`config.mk`:
```
export PLATFORM = sky130hd
export DESIGN_NAME = cic_rate_ctrl
export DESIGN_NICKNAME = d
export VERILOG_FILES = /design/src/rtl/cic_ctrl_pkg.sv /design/src/rtl/cic_ctrl_norm.sv /design/src/rtl/cic_rate_ctrl.sv
export SDC_FILE = /design/constraint.sdc
export NUM_CORES = 1
export LEC_CHECK = 0
export BUFFER_PORTS_ARGS = -buffer_cell sky130_fd_sc_hd__buf_2
export CAP_MARGIN = 20
export CORE_MARGIN = 2
export CORE_UTILIZATION = 30
export DETAILED_ROUTE_END_ITERATION = 16
export PLACE_DENSITY = 0.68
export SLEW_MARGIN = 20
export SYNTH_ARGS = -nofsm -noshare
export SYNTH_HDL_FRONTEND = slang
export SYNTH_SLANG_ARGS = --single-unit
```
`constraint.sdc`:
```
create_clock -name clk -period 4.5 [get_ports clk]
set_input_delay 0.9 -clock clk [delete_from_list [all_inputs] [get_ports clk]]
set_output_delay 0.9 -clock clk [all_outputs]
set_load 0.005 [all_outputs]
```
`src/rtl/cic_ctrl_pkg.sv`:
```
// Shared definitions for the CIC rate controller.
//   cic_state_t : controller phases (flush the CIC, discard settling outputs, run)
//   clog2()     : ceil(log2(v)), usable in constant and runtime contexts
//   DEF_*       : default geometry; DEF_REG_WIDTH is the CIC output width
//   SHIFT_W     : width of the normalisation shift amount
package cic_ctrl_pkg;

    typedef enum logic [1:0] {
        ST_FLUSH  = 2'd0,
        ST_SETTLE = 2'd1,
        ST_RUN    = 2'd2
    } cic_state_t;

    // ceil(log2(v)); clog2(1) = 0, clog2(5) = 3.
    function automatic int clog2(input int v);
        int r;
        r = 0;
        for (int i = 0; i < 32; i++) begin
            if ((longint'(1) << i) < longint'(v)) r = i + 1;
        end
        return r;
    endfunction

    localparam int DEF_WIDTH     = 16;
    localparam int DEF_RMAX      = 2048;
    localparam int DEF_N         = 2;
    localparam int DEF_REG_WIDTH = DEF_WIDTH + DEF_N * clog2(DEF_RMAX);
    localparam int SHIFT_W       = 8;

endpackage

```
`src/rtl/cic_ctrl_norm.sv`:
```
// Gain normalisation for the CIC output: arithmetic right shift of the full
// CIC word, then keep the low WIDTH bits. Purely combinational.
//   din   : CIC output word (REG_WIDTH, two's complement)
//   shift : right-shift amount
//   dout  : normalised sample (WIDTH)
module cic_ctrl_norm
    import cic_ctrl_pkg::*;
#(
    parameter int WIDTH     = 16,
    parameter int REG_WIDTH = 38
) (
    input  logic [REG_WIDTH-1:0] din,
    input  logic [SHIFT_W-1:0]   shift,
    output logic [WIDTH-1:0]     dout
);

    // The shift is evaluated at full REG_WIDTH so sign bits reach the low
    // bits for large shifts; the size cast then drops the upper bits.
    assign dout = WIDTH'($signed(din) >>> shift);

endmodule

```
`src/rtl/cic_rate_ctrl.sv`:
```
// Rate controller for a CIC decimator. On a rate change it holds the CIC in
// reset for FLUSH_CYCLES clocks, discards the first N outputs while the
// integrators settle, then forwards normalised samples downstream.
// Optional feature macro: CIC_RATE_CTRL_NORM_EN -- when defined the shift
// tracks N*clog2(rate) of the accepted rate; otherwise it is fixed at
// N*clog2(RMAX).
// Ports:
//   clk, rst                      clock, synchronous active-high reset
//   cfg_rate/cfg_valid/cfg_ready  rate request handshake
//   src_tvalid/src_tready         raw sample handshake (passed to CIC)
//   cic_rst, cic_rate             CIC reset and rate
//   cic_input_tvalid/tready       CIC input handshake
//   cic_output_tdata/tvalid/tready CIC output handshake
//   m_axis_tdata/tvalid/tready    normalised output stream
//   busy                          high while flushing or settling
module cic_rate_ctrl
    import cic_ctrl_pkg::*;
#(
    parameter int WIDTH        = 16,
    parameter int RMAX         = 2048,
    parameter int N            = 2,
    parameter int REG_WIDTH    = WIDTH + N * clog2(RMAX),
    parameter int RATE_INIT    = RMAX,
    parameter int FLUSH_CYCLES = 4
) (
    input  logic                       clk,
    input  logic                       rst,
    input  logic [clog2(RMAX+1)-1:0]   cfg_rate,
    input  logic                       cfg_valid,
    output logic                       cfg_ready,
    input  logic                       src_tvalid,
    output logic                       src_tready,
    output logic                       cic_rst,
    output logic [clog2(RMAX+1)-1:0]   cic_rate,
    output logic                       cic_input_tvalid,
    input  logic                       cic_input_tready,
    input  logic [REG_WIDTH-1:0]       cic_output_tdata,
    input  logic                       cic_output_tvalid,
    output logic                       cic_output_tready,
    output logic [WIDTH-1:0]           m_axis_tdata,
    output logic                       m_axis_tvalid,
    input  logic                       m_axis_tready,
    output logic                       busy
);

    localparam int RATE_W = clog2(RMAX + 1);
    localparam int FCNT_W = clog2(FLUSH_CYCLES + 1);
    localparam int SCNT_W = clog2(N + 1);

    cic_state_t          state, state_nxt;
    logic [FCNT_W-1:0]   flush_cnt, flush_cnt_nxt;
    logic [SCNT_W-1:0]   settle_cnt, settle_cnt_nxt;
    logic [RATE_W-1:0]   rate_q, rate_clamped;
    logic [SHIFT_W-1:0]  shift;
    logic                cfg_acc;

    // Only 0 is bumped up; anything above RMAX saturates.
    always_comb begin
        rate_clamped = cfg_rate;
        if (cfg_rate == '0)
            rate_clamped = RATE_W'(1);
        else if (cfg_rate > RATE_W'(RMAX))
            rate_clamped = RATE_W'(RMAX);
    end

    always_ff @(posedge clk) begin
        if (rst) begin
            state      <= ST_FLUSH;
            flush_cnt  <= '0;
            settle_cnt <= '0;
            rate_q     <= RATE_W'(RATE_INIT);
        end else begin
            state      <= state_nxt;
            flush_cnt  <= flush_cnt_nxt;
            settle_cnt <= settle_cnt_nxt;
            if (cfg_acc) rate_q <= rate_clamped;
        end
    end

    always_comb begin
        state_nxt         = state;
        flush_cnt_nxt     = flush_cnt;
        settle_cnt_nxt    = settle_cnt;
        cic_rst           = 1'b0;
        cic_input_tvalid  = 1'b0;
        src_tready        = 1'b0;
        cic_output_tready = 1'b0;
        m_axis_tvalid     = 1'b0;
        cfg_ready         = 1'b0;
        busy              = 1'b0;
        cfg_acc           = 1'b0;

        case (state)
            ST_FLUSH: begin
                cic_rst = 1'b1;
                busy    = 1'b1;
                if (flush_cnt == FCNT_W'(FLUSH_CYCLES - 1)) begin
                    state_nxt      = ST_SETTLE;
                    flush_cnt_nxt  = '0;
                    settle_cnt_nxt = '0;
                end else begin
                    flush_cnt_nxt = flush_cnt + 1'b1;
                end
            end
            ST_SETTLE: begin
                // Outputs are drained and dropped while the integrators settle.
                cic_input_tvalid  = src_tvalid;
                src_tready        = cic_input_tready;
                cic_output_tready = 1'b1;
                cfg_ready         = 1'b1;
                busy              = 1'b1;
                if (cic_output_tvalid) begin
                    if (settle_cnt == SCNT_W'(N - 1)) begin
                        state_nxt      = ST_RUN;
                        settle_cnt_nxt = '0;
                    end else begin
                        settle_cnt_nxt = settle_cnt + 1'b1;
                    end
                end
            end
            ST_RUN: begin
                cic_input_tvalid  = src_tvalid;
                src_tready        = cic_input_tready;
                m_axis_tvalid     = cic_output_tvalid;
                cic_output_tready = m_axis_tready;
                // Hold off a rate change while a beat is stalled downstream, so
                // the pending beat is never stranded at the old rate.
                cfg_ready         = !(cic_output_tvalid && !m_axis_tready);
            end
            default: state_nxt = ST_FLUSH;
        endcase

        cfg_acc = cfg_valid && cfg_ready;
        if (cfg_acc) begin
            state_nxt      = ST_FLUSH;
            flush_cnt_nxt  = '0;
            settle_cnt_nxt = '0;
        end
    end

`ifdef CIC_RATE_CTRL_NORM_EN
    logic [SHIFT_W-1:0] shift_q;

    always_ff @(posedge clk) begin
        if (rst)
            shift_q <= SHIFT_W'(N * clog2(RATE_INIT));
        else if (cfg_acc)
            shift_q <= SHIFT_W'(N * clog2(int'(rate_clamped)));
    end

    assign shift = shift_q;
`else
    assign shift = SHIFT_W'(N * clog2(RMAX));
`endif

    assign cic_rate = rate_q;

    cic_ctrl_norm #(
        .WIDTH     (WIDTH),
        .REG_WIDTH (REG_WIDTH)
    ) u_norm (
        .din   (cic_output_tdata),
        .shift (shift),
        .dout  (m_axis_tdata)
    );

endmodule

```
==> results of run 1 <==
## metal layers
layer | vias to the layer above | GRT usage [%] | part of all wire [%]
met4 | 0 | 2.344 | 0.57
li1 | 458 | - | -
met2 | 45 | 16.67 | 41
met1 | 381 | 13.06 | 48
met5 | - | 0 | 0
met3 | 2 | 4.795 | 10
## worst max path at each step
| stage | from | endpoint | slack [ns] |
|---|---|---|---|
| 6_report | m_axis_tready | cfg_ready | 2.13 |
| 5_1_grt | state[1]$_SDFFE_PP0P_ | cfg_ready | 2.00 |
| 4_1_cts | state[0]$_SDFFE_PP0P_ | cfg_ready | 2.12 |
| 3_5_place_dp | cic_output_tvalid | cic_rate[7]$_SDFFE_PP0P_ | 2.10 |
| 3_3_place_gp | cic_output_tvalid | cic_rate[10]$_SDFFE_PP0P_ | 2.11 |
| 2_1_floorplan | m_axis_tready | cfg_ready | 2.35 |
## flip-flops by register name, indices dropped and copies added, names as in the netlist
| name | cells |
|---|---|
| cic_rate | 12 |
| flush_cnt | 3 |
| settle_cnt | 2 |
| state | 2 |
## Yosys cell counts, drive strengths merged
library cell | number | area (um2)
a21oi | 14 | 70.07
a22oi | 1 | 7.510
clkbuf | 2 | 7.510
o21ai | 3 | 15.01
or3b | 1 | 8.760
mux2i | 3 | 30.03
nor4 | 2 | 12.51
nor2 | 3 | 11.26
buf | 21 | 177.7
or3 | 1 | 6.260
nand2b | 2 | 12.51
nand3b | 11 | 82.58
o21a | 1 | 7.510
ha | 5 | 62.56
nor3 | 6 | 61.31
dfxtp | 19 | 380.4
o2111ai | 1 | 8.760
nor2b | 2 | 12.51
inv | 5 | 18.77
nand3 | 1 | 5.000
o21bai | 2 | 15.01
nand2 | 12 | 45.04
o2111a | 1 | 11.26
a2111oi | 1 | 27.53
a221oi | 1 | 8.760
a31oi | 1 | 6.260
a211oi | 1 | 12.51
and2 | 3 | 18.77
## worst max-delay path: stages
cell and delay [ns]:
sky130_fd_sc_hd__buf_2 0.11, sky130_fd_sc_hd__a21oi_1 0.14, sky130_fd_sc_hd__nor2b_1 0.07, sky130_fd_sc_hd__o21bai_1 0.14, sky130_fd_sc_hd__buf_2 0.12
## stage by stage
| step | utilization (%) | std cells | hold slack (ns) | total power, mW | cell area (um2) |
|---|---|---|---|---|---|
| 5_1_grt | 34.35 | 193 | 0.4830 | 0.4734 | 1257 |
| 4_1_cts | 34.35 | 193 | 0.4519 | 0.4449 | 1257 |
| 6_report | 34.35 | 193 | 0.4483 | 0.4377 | 1257 |
| 3_5_place_dp | 33.08 | 189 | 0.4434 | 0.3300 | 1211 |
| 3_3_place_gp | 33.08 | 189 | 0.4375 | 0.3282 | 1211 |
| 2_1_floorplan | - | 126 | 0.4483 | 0.3098 | 1144 |
## layout make-up
cell class              count  area [um2]
clock buffers               3       41.29
clock inverters             1       5.005
fillers                   403        2404
inverters                   5       18.77
multi-input cells          79       559.3
flip-flops and latches     19       380.4
well taps                  48       60.06
repair buffers             38       192.7
## cell families (layout without fill, tap and decap cells)
logic type               Yosys count  after routing  synth area share (%)
AND/OR/NAND/NOR                   44             44                 24.18
buffers and inverters             28             47                 17.83
AO/OA/AOI/OAI                     27             27                 16.63
flip-flops                        19             19                 33.26
adder cells (fa/ha/maj)            5              5                 5.470
multiplexers                       3              3                 2.626
## power by group
group          total [mW]  switching (mW)  internal, mW
clock               0.114          0.0523        0.0613
sequential          0.191         0.00817         0.182
combinational       0.134          0.0733        0.0603
total               0.438           0.134         0.304
==> results.md, run 1 <==
Placed design:
- After legalization and detailed placement, the total HPWL measured 1568 um.
- The last weighted congestion value of the routability-driven placer is 0.7024.
- The number of I/O port buffers is 37.
- The worst-case setup slack after placement is 2.099 ns.

Critical path:
- At the worst endpoint, the required time is 3.60 ns.
- For the worst setup path, the data arrival time is 1.47 ns.
- The setup slack on the worst flop-to-flop path is 2.40 ns.
- The source of the worst register-to-register timing path is state[1]$_SDFFE_PP0P_.
- STA classifies the critical path endpoint as an output port.
- The peak fanout along the critical path is 2.
- The endpoint identified for the worst register-to-register timing path is cic_rate[7]$_SDFFE_PP0P_.
- By startpoint and endpoint, the worst setup path is classified as in -> out.
- Measured in cells, the most critical reg-to-reg path has a length of 6.
- The nature of the critical path startpoint is an input port.

Pwr:
- The leakage power is 0.5148 nW.
- IR analysis of the VDD net gives a maximum drop of 0.2147 mV.
- The areal power density over the cells is 348.1 nW/um2.

Drt:
- After detailed routing, the number of remaining DRC violations is 0.
- The detailed-route wire length per cell is 10.94 um.
- In this run, the number of DRC markers left after iteration 0 of detailed routing was 23.
- For this run, the detailed router's first-pass iteration total came to 4.
- Using the TritonRoute via totals, the vias-per-cell ratio works out to 4.591.
- The detail route stage leaves a number of antenna-violating nets equal to 0.
- Detailed routing inserted a total of 886 vias.
- The sum of routed wire length over all layers is 2112 um.

Timing:
- Derived from the worst setup path, the maximum achievable clock frequency is 421.8 MHz.
- Setup repair after global routing left no endpoint under its margin.
- Setup slack on the critical path of the routed design comes to 2.129 ns.
- The worst pin sits at a relative slew slack of 42.59%.
- The transition at the pin with the smallest max-transition slack is 0.8611 ns.
- Setup violations remaining at the end of the flow were counted as 0.
- After routing, the total negative slack on setup checks comes to 0 ns.
- After layout, the worst path uses 52.68% of the clock period.
- The number of hold violations in the final report is 0.
- The max-slew violation total from the final report is 0.
- Counting I/O delays and the setup requirement, the final critical path takes 2.371 ns.
- The worst setup skew after layout is 0.005051 ns.

GRT:
- The number of global-route vias before repair is 836.
- The first-pass GRT wire length is 3650 um.
- The largest net degree at the start of global routing is 20.
- The total overflow left after global routing is 0.
- The overall routing resource usage is 10.54%.
- The number of antenna violations at the first check in global routing was 0.

Hold path:
- The worst hold path was traced through 2 stages.
- The worst hold-check path type is reg -> reg.
- For hold timing, the worst endpoint is cic_rate[1]$_SDFFE_PP0P_.
- The start point of the worst hold path is cic_rate[1]$_SDFFE_PP0P_.

Synth:
- The number of warnings printed during yosys synthesis is 0.
- The post-synthesis register bit count is 19.
- The cell area after technology mapping is 1144 um2.
- The mean post-synth cell area is 9.076 um2.
- Sequential cells were found to cover 33.26% of the synthesized design area.
- Counting every net in the synthesized netlist gives 188.
- Counting every instance in the synthesized netlist gives 126.
- The number of different library cells used by synthesis comes to 33.

Job:
- The number of max-cap violations is 0.

Clock tree:
- TritonCTS built the clock tree.
- The count of H-tree levels built during CTS is 1.
- The number of buffers inserted for hold repair after clock tree synthesis is 0.
- The source-to-sink clock delay at the later pin of the worst-skew pair is 0.25 ns.
- After clock tree synthesis, the clock-pin slew on the worst setup and hold paths is 0.07 ns.
- The CTS buffer count is 3.
- Clock tree synthesis found a total of 19 sinks.
- In this run the post-CTS setup repair buffer count came out at 0.
- The clock passes through at most 2 buffers.
- The clock tree root driver cell is sky130_fd_sc_hd__clkbuf_8.
- Once the clock tree was built, the resizer swapped 0 gates to a different size.

Final layout:
- The number of nets in the layout is 208.
- Leaving out fill and tap cells, the most frequent cells in the layout are sky130_fd_sc_hd__buf_2 (37), sky130_fd_sc_hd__dfxtp_1 (19), sky130_fd_sc_hd__a21oi_1 (14).
- The antenna diode count is 0.
- Of the cells placed in the final design, the portion with a size suffix greater than 1 is 33.79%.
- The library cell used most frequently in the layout, excluding fill and tap cells, is sky130_fd_sc_hd__buf_2.
- The layout overhead on the synthesized area is 9.957%.

Floorplan:
- The initial utilization of the core area, before any placement, comes to 31.24%.
- The top-level I/O count is 92.
- The floorplan step set the die width to 65.74 um.
- The die area is 4322 um2.
- The floorplan step defined a core boundary enclosing 3661 um2.
- The vertical die dimension is 65.74 um.
- The floorplan has 22 rows.

Status:
- The run finished with clean final reports.
Note: power is estimated with default switching activity, not from simulation.
==> run 2: changes to the inputs <==
- clock period: 4.5 -> 2.3 ns (I/O delays scaled with it)
==> run 2 against run 1 <==
  * Non-clock buffer count is 4 higher
  * Utilization is 0.79 points higher
  * Final cell count is 2.1% higher
  * Power is 99% higher
  * Final area is 2.3% higher
  * Register-to-register slack worse by 2.0 ns
  * Die area stayed put
  * Combinational power is 100% higher
  * Count of clock-buffer cells in the layout is 1 higher
  * Critical path type is now reg -> out
  * Critical endpoint unchanged
  * Largest power group unchanged
==> results.md, run 2 (synthesis gave the netlist of run 1 again) <==
Status:
- The run finished with clean final reports.

Drt:
- Across all layers, the routed design uses 929 vias.
- The starting DRC count in detailed routing is 63.
- The detailed-route wire length per cell is 11.06 um.
- The total met3 wirelength after detailed routing is 232 um.
- Dividing the detail-routed via count by the number of cells gives 4.716.
- The remaining antenna violation count after routing is 0.
- The number of iterations in the first detailed-routing pass is 5.
- The highest routed metal layer is met4.
- The number of design rule violations left after detail routing is 0.
- The detailed-routing wirelength on met1 is 986 um.
- The sum of routed wire length over all layers is 2178 um.
- Detailed routing placed a total of 948 um of wire on met2.

Critical path:
- STA classifies the critical path endpoint as an output port.
- For the worst setup path, the data arrival time is 1.49 ns.
- The nature of the critical path startpoint is a flop.
- The endpoint of the lowest-slack register-to-register path is flush_cnt[1]$_SDFFE_PP0N_.
- The worst setup path category is reg -> out.
- The worst register-to-register path begins at state[0]$_SDFFE_PP0P_.
- In this run the worst path has a maximum fanout of 9.
- The cell depth of the worst flop-to-flop path is 5.
- The worst register-to-register path has a setup slack of 0.41 ns.
- The data required time of the critical path is 1.84 ns.

GRT:
- The number of global-route vias before repair came to 797.
- The aggregate global routing overflow is 0.
- Entering global routing, the biggest net connects 20 pins.
- Global routing consumed, over all layers together, 10.70% of the routing resources.
- The number of antenna violations at the first check in global routing was 0.
- The first global-routing pass estimated 3636 um of wire.

Clock tree:
- Clock-pin slew was measured on the worst setup and hold paths at 0.07 ns.
- The CTS tree is done.
- In this run, post-CTS repair resized a total of 0 instances.
- The number of clock sinks is 19.
- At the later pin of the worst-skew pair, clock insertion delay measures 0.25 ns.
- The number of clock buffers added by TritonCTS is 3.
- The longest clock path from root to sink contains 2 buffers.
- The clock tree root driver cell is sky130_fd_sc_hd__clkbuf_8.
- CTS built an H-tree with a depth of 1.
- The buffers inserted during post-CTS setup optimization is 0.
- The number of hold buffers added after CTS was 0.

Hold path:
- The cell depth of the worst hold path is 2.
- In this run the worst hold path is classified as reg -> reg.
- The start point of the worst hold path is cic_rate[3]$_SDFFE_PP0P_.
- The worst hold path terminates at cic_rate[3]$_SDFFE_PP0P_.

Pwr:
- The worst vdd rail ir drop is 0.3746 mV.
- The areal power density over the cells is 677.3 nW/um2.
- The leakage power is 0.5324 nW.

Timing:
- The transition at the pin with the smallest max-transition slack is 0.7365 ns.
- Setup violations remaining at the end of the flow were counted as 0.
- The time the final worst path needs with I/O delays and setup is 1.951 ns.
- Setup repair after global routing left no endpoint under its margin.
- The number of hold violations in the final report came to 0.
- The max-slew violation total from the final report is 0.
- The achievable clock frequency is 512.7 MHz.
- The worst slew margin relative to its limit is 50.90%.
- Adding up every negative setup slack in the final design gives 0 ns.
- The share of the clock period used by the worst path after layout is 84.81%.
- The worst setup skew after layout is 0.001328 ns.

Floorplan:
- The die area is 4322 um2.
- The vertical die dimension is 65.74 um.
- For this design the top-level I/O count stands at 92.
- The standard-cell row count is 22.
- Once the floorplan was initialized, standard cells occupied 31.24% of the core.
- The die span in x is 65.74 um.
- After floorplanning, the core was sized to cover 3661 um2.

Final layout:
- The library cell used most frequently in the layout, excluding fill and tap cells, is sky130_fd_sc_hd__buf_2.
- The register with the most flip-flops in the layout has 12 of them.
- The post-route netlist has 34.90% of its cells at a drive strength greater than 1.
- The number of nets in the layout is 212.
- The antenna diode count is 0.
- Once layout is complete, the cells apart from fillers number 197.
- The layout overhead on the synthesized area is 12.47%.
- The top cell types in the final layout, fill and taps aside, are sky130_fd_sc_hd__buf_2 (37), sky130_fd_sc_hd__dfxtp_1 (19), sky130_fd_sc_hd__a21oi_1 (14).

Placed design:
- The placed wire-length estimate after detailed placement is 1664 um.
- Input and output buffers added on the ports amount to 37.
- The number of instances in the placed design is 193.
- The congestion estimate from routability-driven global placement came to 0.7512.

Job:
- Max-cap violations in this run came to 0.
## run 2: cell count changes in the layout (fill, tap and decap cells not counted)
cell,previous run,this run
sky130_fd_sc_hd__clkbuf_1,0,1
sky130_fd_sc_hd__clkinv_2,1,0
sky130_fd_sc_hd__buf_4,1,5
## run 2: how the worst max path moves through the flow
stage | start | to | slack, ns | depth (start not counted)
3_3_place_gp | state[0]$_SDFFE_PP0P_ | flush_cnt[1]$_SDFFE_PP0N_ | 0.43 | 5
6_report | state[1]$_SDFFE_PP0P_ | cfg_ready | 0.35 | 7
3_5_place_dp | state[0]$_SDFFE_PP0P_ | flush_cnt[1]$_SDFFE_PP0N_ | 0.41 | 5
4_1_cts | state[1]$_SDFFE_PP0P_ | cfg_ready | 0.34 | 7
2_1_floorplan | state[1]$_SDFFE_PP0P_ | cic_rate[4]$_SDFFE_PP0P_ | 0.55 | 9
5_1_grt | state[1]$_SDFFE_PP0P_ | cfg_ready | 0.23 | 7
## run 2: per-layer routing
layer	up-vias	track usage, %
met3	2	4.110
met5	-	0
met4	0	3.125
met1	406	14.15
met2	56	16.04
li1	465	-
## run 2: report_power, final
part | total, mW | switching (mW) | internal, mW | leakage [nW]
registers | 0.373 | 0.0164 | 0.357 | 0.154
logic | 0.270 | 0.146 | 0.124 | 0.356
clock network | 0.228 | 0.105 | 0.123 | 0.0228
total | 0.871 | 0.268 | 0.603 | 0.532
## run 2: worst max-delay path: stages (launching register included)
cell,delay (ns)
sky130_fd_sc_hd__dfxtp_1,0.35
sky130_fd_sc_hd__inv_1,0.08
sky130_fd_sc_hd__ha_1,0.19
sky130_fd_sc_hd__buf_4,0.16
sky130_fd_sc_hd__a21oi_1,0.12
sky130_fd_sc_hd__nor2b_1,0.07
sky130_fd_sc_hd__o21bai_1,0.14
sky130_fd_sc_hd__buf_2,0.12
## run 2: stage by stage
| stage | power, mW | utilization, % | cell area [um2] | hold WS [ns] | setup WS (ns) |
|---|---|---|---|---|---|
| after global placement | 0.6474 | 33.90 | 1241 | 0.4384 | 0.4268 |
| after detailed placement | 0.6542 | 33.90 | 1241 | 0.4426 | 0.4108 |
| after floorplan | 0.6061 | - | 1144 | 0.4483 | 0.5509 |
| final | 0.8711 | 35.13 | 1286 | 0.4478 | 0.3494 |
| after CTS | 0.8857 | 35.13 | 1286 | 0.4522 | 0.3400 |
| after global routing | 0.9390 | 35.13 | 1286 | 0.4754 | 0.2266 |
## run 2: final cells by class
| type | instances | area, um2 |
|---|---|---|
| fillers | 399 | 2375 |
| multi-input cells | 79 | 559.3 |
| flip-flops and latches | 19 | 380.4 |
| repair buffers | 42 | 222.7 |
| well taps | 48 | 60.06 |
| clock buffers | 4 | 45.04 |
| inverters | 5 | 18.77 |
